--- config.mk ---
export PLATFORM = sky130hd
export DESIGN_NAME = rvvi_frame_decoder
export DESIGN_NICKNAME = d
export VERILOG_FILES = /design/src/rtl/rvvi_frame_decoder.sv
export SDC_FILE = /design/constraint.sdc
export NUM_CORES = 2
export LEC_CHECK = 0
export ABC_CLOCK_PERIOD_IN_PS = 11350
export BUFFER_PORTS_ARGS = -buffer_cell sky130_fd_sc_hd__buf_2
export CORE_MARGIN = 4
export CORE_UTILIZATION = 50
export DETAILED_ROUTE_END_ITERATION = 16
export GPL_TIMING_DRIVEN = 0
export PLACE_DENSITY = 0.71
export SYNTH_ARGS = -nofsm -noshare
export SYNTH_HDL_FRONTEND = slang
export SYNTH_SLANG_ARGS = --single-unit
--- constraint.sdc ---
create_clock -name clk -period 11.35 [get_ports clk]
set_input_delay 2.27 -clock clk [delete_from_list [all_inputs] [get_ports clk]]
set_output_delay 2.27 -clock clk [all_outputs]
set_load 0.01 [all_outputs]
--- src/rtl/rvvi_frame_decoder.sv ---
// rtl/rvvi_frame_decoder.sv - RVVI trace frame receiver: checks magic/length/sequence and unpacks fields
module rvvi_frame_decoder #(
    parameter int          XLEN              = 64,
    parameter int          MAX_CSRS          = 5,
    parameter int          FRAME_COUNT_WIDTH = 16,
    parameter int          ERR_COUNT_WIDTH   = 16,
    parameter logic [15:0] MAGIC             = 16'h5256
) (
    input  logic                          clk,
    input  logic                          reset,
    input  logic [31:0]                   InWord,
    input  logic                          InValid,
    input  logic                          InLast,
    output logic                          InReady,
    output logic                          OutValid,
    input  logic                          OutReady,
    output logic [XLEN-1:0]               PC,
    output logic [XLEN-1:0]               GPRValue,
    output logic [XLEN-1:0]               FPRValue,
    output logic [31:0]                   Instr,
    output logic [63:0]                   Mcycle,
    output logic [63:0]                   Minstret,
    output logic                          Trap,
    output logic [1:0]                    PrivMode,
    output logic                          GPRWen,
    output logic                          FPRWen,
    output logic [4:0]                    GPRAddr,
    output logic [4:0]                    FPRAddr,
    output logic [11:0]                   CSRCount,
    output logic [MAX_CSRS-1:0]           CSRValid,
    output logic [MAX_CSRS*12-1:0]        CSRAddr,
    output logic [MAX_CSRS*XLEN-1:0]      CSRValue,
    output logic [FRAME_COUNT_WIDTH-1:0]  FrameCount,
    output logic [ERR_COUNT_WIDTH-1:0]    DropCount,
    output logic [ERR_COUNT_WIDTH-1:0]    SeqErrCount
);

    localparam int FIXED_W   = (3 * XLEN + 200 + 31) / 32;
    localparam int FW        = FIXED_W * 32;
    localparam int CW        = (XLEN + 16 + 31) / 32;
    localparam int CSRB      = MAX_CSRS * CW * 32;
    localparam int OFF_INSTR = XLEN;
    localparam int OFF_MCYC  = XLEN + 32;
    localparam int OFF_MINST = XLEN + 96;
    localparam int OFF_TRAP  = XLEN + 160;
    localparam int OFF_CSRC  = XLEN + 168;
    localparam int OFF_GADDR = XLEN + 184;
    localparam int OFF_GVAL  = XLEN + 192;
    localparam int OFF_FADDR = 2 * XLEN + 192;
    localparam int OFF_FVAL  = 2 * XLEN + 200;

    typedef enum logic [2:0] {S_HUNT, S_FIXED, S_CSR, S_DRAIN, S_HOLD} state_t;

    state_t                         state_q;
    logic [7:0]                     cnt_q;
    logic [FW-1:0]                  fix_q, fix_d;
    logic [CSRB-1:0]                csr_q, csr_d;
    logic [11:0]                    ncsr_q, ncnt_w;
    logic [7:0]                     ncsr_words_q;
    logic [15:0]                    hdr_q;
    logic [FRAME_COUNT_WIDTH-1:0]   hdr_fc_w, prev_q;
    logic                           first_q;
    logic                           accept_w, magic_w, last_fix_w, last_csr_w, hold_w, drop_w;
    logic [MAX_CSRS-1:0]            csr_valid_d;
    logic [MAX_CSRS*12-1:0]         csr_addr_d;
    logic [MAX_CSRS*XLEN-1:0]       csr_value_d;
    logic                           unused_bits;

    assign InReady  = (state_q != S_HOLD);
    assign accept_w = InValid && InReady;
    assign magic_w  = (InWord[31:16] == MAGIC);
    assign hdr_fc_w = FRAME_COUNT_WIDTH'(hdr_q);

    // Fixed words shift in from the top so word 0 ends up at bit 0 after FIXED_W words.
    always_comb begin
        fix_d = fix_q;
        csr_d = csr_q;
        if (state_q == S_FIXED && accept_w)
            fix_d = {InWord, fix_q[FW-1:32]};
        if (state_q == S_CSR && accept_w)
            csr_d[{cnt_q, 5'b0} +: 32] = InWord;
    end

    assign ncnt_w     = (state_q == S_FIXED) ? fix_d[OFF_CSRC +: 12] : ncsr_q;
    assign last_fix_w = (state_q == S_FIXED) && accept_w && (cnt_q == 8'(FIXED_W - 1));
    assign last_csr_w = (state_q == S_CSR) && accept_w && (cnt_q == ncsr_words_q - 8'd1);
    assign hold_w     = InLast && ((last_fix_w && ncnt_w == 12'd0) || last_csr_w);
    assign drop_w     = (state_q == S_HUNT && accept_w && magic_w && InLast)
                      || (state_q == S_FIXED && accept_w && !last_fix_w && InLast)
                      || (last_fix_w && ((ncnt_w > 12'(MAX_CSRS)) || ((ncnt_w == 12'd0) != InLast)))
                      || (state_q == S_CSR && accept_w && !last_csr_w && InLast)
                      || (last_csr_w && !InLast);

    always_comb begin
        csr_valid_d = '0;
        csr_addr_d  = '0;
        csr_value_d = '0;
        for (int i = 0; i < MAX_CSRS; i++) begin
            if (12'(i) < ncnt_w) begin
                csr_valid_d[i]              = 1'b1;
                csr_addr_d[12*i +: 12]      = csr_d[i*CW*32 +: 12];
                csr_value_d[XLEN*i +: XLEN] = csr_d[i*CW*32 + 16 +: XLEN];
            end
        end
    end

    assign unused_bits = ^{fix_d, csr_d, hdr_q};

    always_ff @(posedge clk) begin
        if (!reset) begin
            state_q      <= S_HUNT;
            cnt_q        <= '0;
            fix_q        <= '0;
            csr_q        <= '0;
            ncsr_q       <= '0;
            ncsr_words_q <= '0;
            hdr_q        <= '0;
            prev_q       <= '0;
            first_q      <= 1'b1;
            OutValid     <= 1'b0;
            PC           <= '0;
            GPRValue     <= '0;
            FPRValue     <= '0;
            Instr        <= '0;
            Mcycle       <= '0;
            Minstret     <= '0;
            Trap         <= 1'b0;
            PrivMode     <= '0;
            GPRWen       <= 1'b0;
            FPRWen       <= 1'b0;
            GPRAddr      <= '0;
            FPRAddr      <= '0;
            CSRCount     <= '0;
            CSRValid     <= '0;
            CSRAddr      <= '0;
            CSRValue     <= '0;
            FrameCount   <= '0;
            DropCount    <= '0;
            SeqErrCount  <= '0;
        end else begin
            fix_q <= fix_d;
            csr_q <= csr_d;
            case (state_q)
                S_HUNT: begin
                    if (accept_w && magic_w && !InLast) begin
                        state_q <= S_FIXED;
                        cnt_q   <= '0;
                        hdr_q   <= InWord[15:0];
                    end
                end
                S_FIXED: begin
                    if (accept_w) begin
                        cnt_q <= cnt_q + 8'd1;
                        if (last_fix_w) begin
                            cnt_q        <= '0;
                            ncsr_q       <= ncnt_w;
                            ncsr_words_q <= 8'(ncnt_w) * 8'(CW);
                            if (hold_w)
                                state_q <= S_HOLD;
                            else if (ncnt_w > 12'(MAX_CSRS))
                                state_q <= InLast ? S_HUNT : S_DRAIN;
                            else if (ncnt_w == 12'd0)
                                state_q <= S_DRAIN;
                            else
                                state_q <= InLast ? S_HUNT : S_CSR;
                        end else if (InLast) begin
                            state_q <= S_HUNT;
                        end
                    end
                end
                S_CSR: begin
                    if (accept_w) begin
                        cnt_q <= cnt_q + 8'd1;
                        if (last_csr_w)
                            state_q <= InLast ? S_HOLD : S_DRAIN;
                        else if (InLast)
                            state_q <= S_HUNT;
                    end
                end
                S_DRAIN: begin
                    if (accept_w && InLast)
                        state_q <= S_HUNT;
                end
                S_HOLD: begin
                    if (OutReady) begin
                        state_q  <= S_HUNT;
                        OutValid <= 1'b0;
                    end
                end
                default: state_q <= S_HUNT;
            endcase

            if (drop_w && DropCount != '1)
                DropCount <= DropCount + ERR_COUNT_WIDTH'(1);

            if (hold_w) begin
                OutValid   <= 1'b1;
                PC         <= fix_d[0 +: XLEN];
                Instr      <= fix_d[OFF_INSTR +: 32];
                Mcycle     <= fix_d[OFF_MCYC +: 64];
                Minstret   <= fix_d[OFF_MINST +: 64];
                Trap       <= fix_d[OFF_TRAP];
                PrivMode   <= fix_d[OFF_TRAP + 1 +: 2];
                GPRWen     <= fix_d[OFF_TRAP + 3];
                FPRWen     <= fix_d[OFF_TRAP + 4];
                CSRCount   <= ncnt_w;
                GPRAddr    <= fix_d[OFF_GADDR +: 5];
                GPRValue   <= fix_d[OFF_GVAL +: XLEN];
                FPRAddr    <= fix_d[OFF_FADDR +: 5];
                FPRValue   <= fix_d[OFF_FVAL +: XLEN];
                CSRValid   <= csr_valid_d;
                CSRAddr    <= csr_addr_d;
                CSRValue   <= csr_value_d;
                FrameCount <= hdr_fc_w;
                prev_q     <= hdr_fc_w;
                first_q    <= 1'b0;
                if (!first_q && hdr_fc_w != prev_q + FRAME_COUNT_WIDTH'(1) && SeqErrCount != '1)
                    SeqErrCount <= SeqErrCount + ERR_COUNT_WIDTH'(1);
            end
        end
    end

endmodule

* Yosys cells after proc, flatten, opt, wreduce, memory -nomap -nowiden
Cells that the tools add are included.
** Storage, ports and cells
- Bits of input ports :: 37
- Output and inout port bits :: 814
- Register bits after elaboration :: 1757
- Logic and storage cells :: 147
** Cells by class
- Eq/ne operators :: 17
- $lt $le $gt $ge :: 6
- Muxes and demuxes :: 42
- Reduce and logical (&&, ||, !) cells :: 43
- Shift operators :: 2
- $add $sub $neg :: 6
- Multipliers :: 1
** Operators by type and width (count)
- 480-bit bitwise mux :: 1
- 32-bit by 15-bit variable shift with 480-bit output (first input constant) :: 1
- 32-bit by 15-bit indexed part select with 480-bit output :: 1
- 464-bit two-way mux :: 1
- 392-bit two-way mux :: 1
- 64-bit two-way mux :: 5
- 12-bit two-way mux :: 6
- 16-bit by 1-bit adder with 16-bit output (second input constant) :: 3
- 8-bit two-way mux :: 4
- 16-bit inequality test (second input constant) :: 2
- 3-bit two-way mux :: 10
- 1-bit by 12-bit < comparator with 1-bit output (first input constant) :: 2
- 2-bit by 12-bit < comparator with 1-bit output (first input constant) :: 2
- 8-bit case mux with 3 select lines :: 1
- 1-bit logical AND :: 22
- 16-bit by 15-bit equality test with 1-bit output (second input constant) :: 1
- 16-bit inequality test :: 1
- 13-bit negation with 15-bit output :: 1
- 3-bit case mux with 5 select lines :: 1
- 12-bit by 3-bit greater-than comparator with 1-bit output (second input constant) :: 1
- 12-bit zero test :: 1
- 3-bit by 12-bit < comparator with 1-bit output (first input constant) :: 1
- 8-bit by 1-bit adder with 8-bit output (second input constant) :: 1
- 8-bit by 4-bit equality test with 1-bit output (second input constant) :: 1
- other kinds (21) :: 46

* Logic depth before layout (Yosys ltp)
- Depth in word-level cells :: 13
- Depth in mapped cells :: 18
- Depth with buffers taken out :: 15

* Least setup slack after synthesis
Ideal clock, no wire load.
- Path type :: input to register
- From :: input InValid
- To :: register DropCount[9]
- Stages :: 14
- Buffers on the path :: 3
- Data arrival time :: 5.264 ns
- Path slack :: 5.972 ns
- Cell sequence :: clkbuf_1 -> clkbuf_1 -> mux2i_1 -> a21o_1 -> inv_1 -> ha_1 -> inv_1 -> o2111ai_1 -> a21boi_0 -> o22ai_1 -> o32ai_2 -> clkbuf_1 -> nor4_1 -> o21a_1
** Between the ends
- Cells in the longest elaborated chain, start to end :: 12
- Elaborated cells between the ends (all ways) :: 27
** RTL lines
- start: declaration :: line 12 : input logic InValid,
- 1-bit logical AND (*) :: line 70 : assign accept_w = InValid && InReady;
- 1-bit logical AND (*) :: line 78 : if (state_q == S_FIXED && accept_w)
- 392-bit two-way mux (*) :: line 78
- 12-bit two-way mux (*) :: line 84 : assign ncnt_w = (state_q == S_FIXED) ? fix_d[OFF_CSRC +: 12] : ncsr_q;
- via ncnt_w[2] :: line 58 : logic [11:0] ncsr_q, ncnt_w;
- branches (longest 2 deep; another with 12-bit by 3-bit greater-than comparator with 1-bit output)
- 1-bit logical OR (*) :: line 90 : || (last_fix_w && ((ncnt_w > 12'(MAX_CSRS)) || ((ncnt_w == 12'd0) != InLast)))
- 1-bit logical AND (*) :: line 90
- 1-bit logical OR (*) :: line 90
- 1-bit logical OR (*) :: line 91 : || (state_q == S_CSR && accept_w && !last_csr_w && InLast)
- 1-bit logical OR (*) :: line 92 : || (last_csr_w && !InLast);
- 1-bit logical AND (*) :: line 193 : if (drop_w && DropCount != '1)
- end signal: assignment :: line 194 : DropCount <= DropCount + ERR_COUNT_WIDTH'(1);
- end: declaration :: line 34 : output logic [ERR_COUNT_WIDTH-1:0] DropCount,
Mark *: on every way through the listed nets, which the timed path passes.
A chain may end at the register's enable or synchronous reset.

* Worst setup path in the final report
- From :: input InValid
- To :: register CSRValue[191]
** Between the ends
- Cells in the longest elaborated chain, start to end :: 8
- Elaborated cells between the ends (all ways) :: 14
** RTL lines
- 1-bit logical AND (*) :: line 70
- branches (longest 7 deep; another with 2-bit by 12-bit < comparator with 1-bit output)
- end signal: assignment :: line 213 : CSRValue <= csr_value_d;
- end: declaration :: line 32 : output logic [MAX_CSRS*XLEN-1:0] CSRValue,
Mark *: on every way between the ends.

==> flow_metrics.env <==
export IMPL_setup_violations=0
export IMPL_synth_cell_types=76
export IMPL_grt_pass1_wl_um=321400
export IMPL_grt_max_degree=17
export IMPL_yosysSeqAreaShare=0.5636
export IMPL_area_growth_pct=19.89
export IMPL_pwr_share_clk=0.484
export IMPL_grt_pass1_vias=48730
export IMPL_via_per_inst=5.646
export IMPL_start_kind="input port"
export IMPL_clk_pin_slew_worst_paths_ns=0.06
export IMPL_ir_drop_v=0.0001439
export IMPL_slew_headroom=-0.02589
export IMPL_critical_path_max_stage_delay_ns=1.15
export IMPL_swShare=0.2191
export IMPL_routabilityCongestion=0.9396
export IMPL_initial_utilization=0.5049
export IMPL_finalMaxSlewViolations=10
export IMPL_synth_cell_area_sq_um=58830
export IMPL_holdPathEnd="CSRValue[84]"
export IMPL_crit_top_cell="clkbuf_1"
export IMPL_hold_viol_final=0
export IMPL_status="finished, violations left"
export IMPL_whs_path_depth=2
export IMPL_cts_resized=0
export IMPL_dp_hpwl_um=173100
export IMPL_clock_path_buffers=3
export IMPL_r2r_start="state_q[1]"
export IMPL_grt_overflow_total=0
export IMPL_yosysWarnings=0
export IMPL_critPathSlowestCell="clkbuf_1"
export IMPL_synth_nets=6452
export IMPL_critPathArrivalTime_ns=7.99
export IMPL_seqCellArea_sq_um=33150
export IMPL_wl_per_cell_um=25.06
export IMPL_total_power_uw=11670
export IMPL_avgSynthCellArea_sq_um=9.200
export IMPL_port_buffers=836
export IMPL_r2r_slack_ns=5.60
export IMPL_total_leakage_power_uw=0.03097
export IMPL_core_area_sq_um=116500
export IMPL_power_frac_comb=0.018
export IMPL_internal_power_uw=9112
export IMPL_ant_nets=0
export IMPL_hp_start="CSRValue[84]"
export IMPL_max_freq_mhz=137.9
export IMPL_rr_endpoint="CSRAddr[58]"
export IMPL_drc_errors=0
export IMPL_clkSinkCount=1656
export IMPL_die_w_um=351
export IMPL_final_common_cell="dfxtp_1"
export IMPL_cp_end_kind="flop"
export IMPL_numCtsBuffers=165
export IMPL_multi_input_area_sq_um=23070
export IMPL_async_flop_share=0
export IMPL_worst_pin_slew_ns=1.539
export IMPL_hp_class="flop to flop"
export IMPL_die_area_sq_um=123200
export IMPL_synth_edf_count=0
export IMPL_tns_ns=0
export IMPL_nets=7456
export IMPL_fin_util=0.6053
export IMPL_period_needed_ns=7.252
export IMPL_num_rows=125
export IMPL_post_cts_buffers=0
export IMPL_io_pin_count=851
export IMPL_die_h_um=351
export IMPL_p_per_area_nw_per_um2=165.5
export IMPL_critPathKind="input port to flop"
export IMPL_cts_tree="done"
export IMPL_vias=51090
export IMPL_worst_r2r_path_depth=14
export IMPL_violations="max-capacitance violations, max-slew violations"
export IMPL_finClkSkew_ns=0.06113
export IMPL_synth_flop_cell="dfxtp_1"
export IMPL_rsz0062_at_grt="no"
export IMPL_ys_ff_latch=1656
export IMPL_antenna_found_initial=12
export IMPL_p_switching_uw=2557
export IMPL_layout_drive_gt1_share=0.1664
export IMPL_clkLatencyLatePin_ns=0.80
export IMPL_grtUsageTotal=0.3532
export IMPL_drt_iter0_markers=4992
export IMPL_final_cell_mix="dfxtp_1 (1656), nor2_1 (1186), buf_2 (934), nand2_1 (706), mux2i_1 (509)"
export IMPL_synth_cells=6394
export IMPL_power_frac_seq=0.498
export IMPL_crit_path_max_fanout=10
export IMPL_postCtsHoldBufs=0
export IMPL_firstDrtPassIters=6
export IMPL_crit_chain="buf_2 -> clkbuf_1 -> clkbuf_1 -> mux2i_1 -> a21o_1 -> ha_1 -> nand4_1 -> nor2b_1 -> nand2_1 -> a21oi_1 -> clkbuf_1 -> buf_2 -> o211ai_1 -> nand2_1"
export IMPL_h_tree_depth=4
export IMPL_finalCritPeriodShare=0.6390
export IMPL_wl_um=226800
export IMPL_root_buffer="clkbuf_16"
export IMPL_nFillCells=10180
export IMPL_required_ns=12.08
export IMPL_maxCapViolCount=1
[sequential cells by signal (all words and copies together), names as in the netlist, 60 cells and up]
signal    count
CSRAddr      60
CSRValue    320
FPRValue     64
GPRValue     64
Mcycle       64
Minstret     64
PC           64
csr_q       380
fix_q       416
[cell families after synthesis]
kind of cell,count (synthesis),share of synthesized area
buffers and inverters,645,0.04418
adder cells (fa/ha/maj),21,0.004594
multiplexers,510,0.08680
XOR/XNOR,45,0.006700
AND/OR/NAND/NOR,2281,0.1615
AO/OA/AOI/OAI,1236,0.1326
flip-flops,1656,0.5636
[through the flow]
step / setup slack [ns] / std cells / hold WS (ns) / instance area (sq um)
global route: 4.064 / 9047 / 0.4554 / 70520
CTS: 4.366 / 9046 / 0.4382 / 70520
global placement: 3.541 / 8754 / 0.4226 / 64920
detailed placement: 3.527 / 8755 / 0.4306 / 64930
floorplan: 5.972 / 6394 / 0.4219 / 58830
finish: 4.098 / 9049 / 0.4346 / 70530
[worst max path at each step]
stage                        from             to  slack [ns]
after floorplan           InValid   DropCount[9]        5.97
after global placement    InValid  CSRValue[191]        3.54
after detailed placement  InValid  CSRValue[191]        3.53
after CTS                 InValid  CSRValue[191]        4.37
after global routing      InValid  CSRValue[191]        4.06
final                     InValid  CSRValue[191]        4.10
[worst max-delay path, delay by kind of cell]
family                     cells  cell delay [ns]
buffers and inverters          5             2.94
adders and majority gates      1             0.22
and+or+nand+nor                4             0.70
muxes                          1             0.41
AOI/OAI and AO/OA              3             1.41
[cell usage after synthesis (23+ instances only)]
| master | instances | area, sq um |
|---|---|---|
| a21oi_1 | 369 | 1847 |
| nand2b_1 | 64 | 400.4 |
| clkbuf_1 | 331 | 1242 |
| nor2_1 | 1186 | 4452 |
| nand3_1 | 109 | 545.5 |
| nand2_1 | 706 | 2650 |
| mux2i_1 | 509 | 5095 |
| o21ai_0 | 291 | 1456 |
| xnor2_1 | 23 | 201.4 |
| and2_1 | 44 | 275.3 |
| dfxtp_1 | 1656 | 33150 |
| a211oi_1 | 376 | 2823 |
| a22o_1 | 120 | 1051 |
| inv_1 | 147 | 551.8 |
| or3_1 | 25 | 156.4 |
| buf_1 | 62 | 232.7 |
| buf_2 | 98 | 490.5 |
| nor2_2 | 31 | 193.9 |
[power by group through the flow]
| stage | combinational (uW) | clock (uW) | sequential (uW) |
|---|---|---|---|
| after floorplan | 93.3 | 0 | 5940 |
| after global placement | 208 | 0 | 5940 |
| after detailed placement | 209 | 0 | 5940 |
| after CTS | 210 | 5650 | 5810 |
| after global routing | 219 | 5880 | 5810 |
| final | 215 | 5640 | 5810 |
[routing by layer]
layer,share of wire,vias up,global-route usage
met5,0.00036,-,0
met4,0.072,10,0.2175
met2,0.45,2327,0.5636
met3,0.10,627,0.1103
met1,0.38,24540,0.4162
li1,-,23590,-
[layout make-up]
class,instances,share of cell area
sequential,1656,0.4701
multi-input combinational,4093,0.3272
clock buffer,235,0.06756
timing repair buffer,837,0.05954
buffer,497,0.02899
tap,1524,0.02704
clock inverter,56,0.01166
inverter,148,0.007877
antenna,3,0.0001064
No activity file was read; power rests on OpenSTA's default activity.
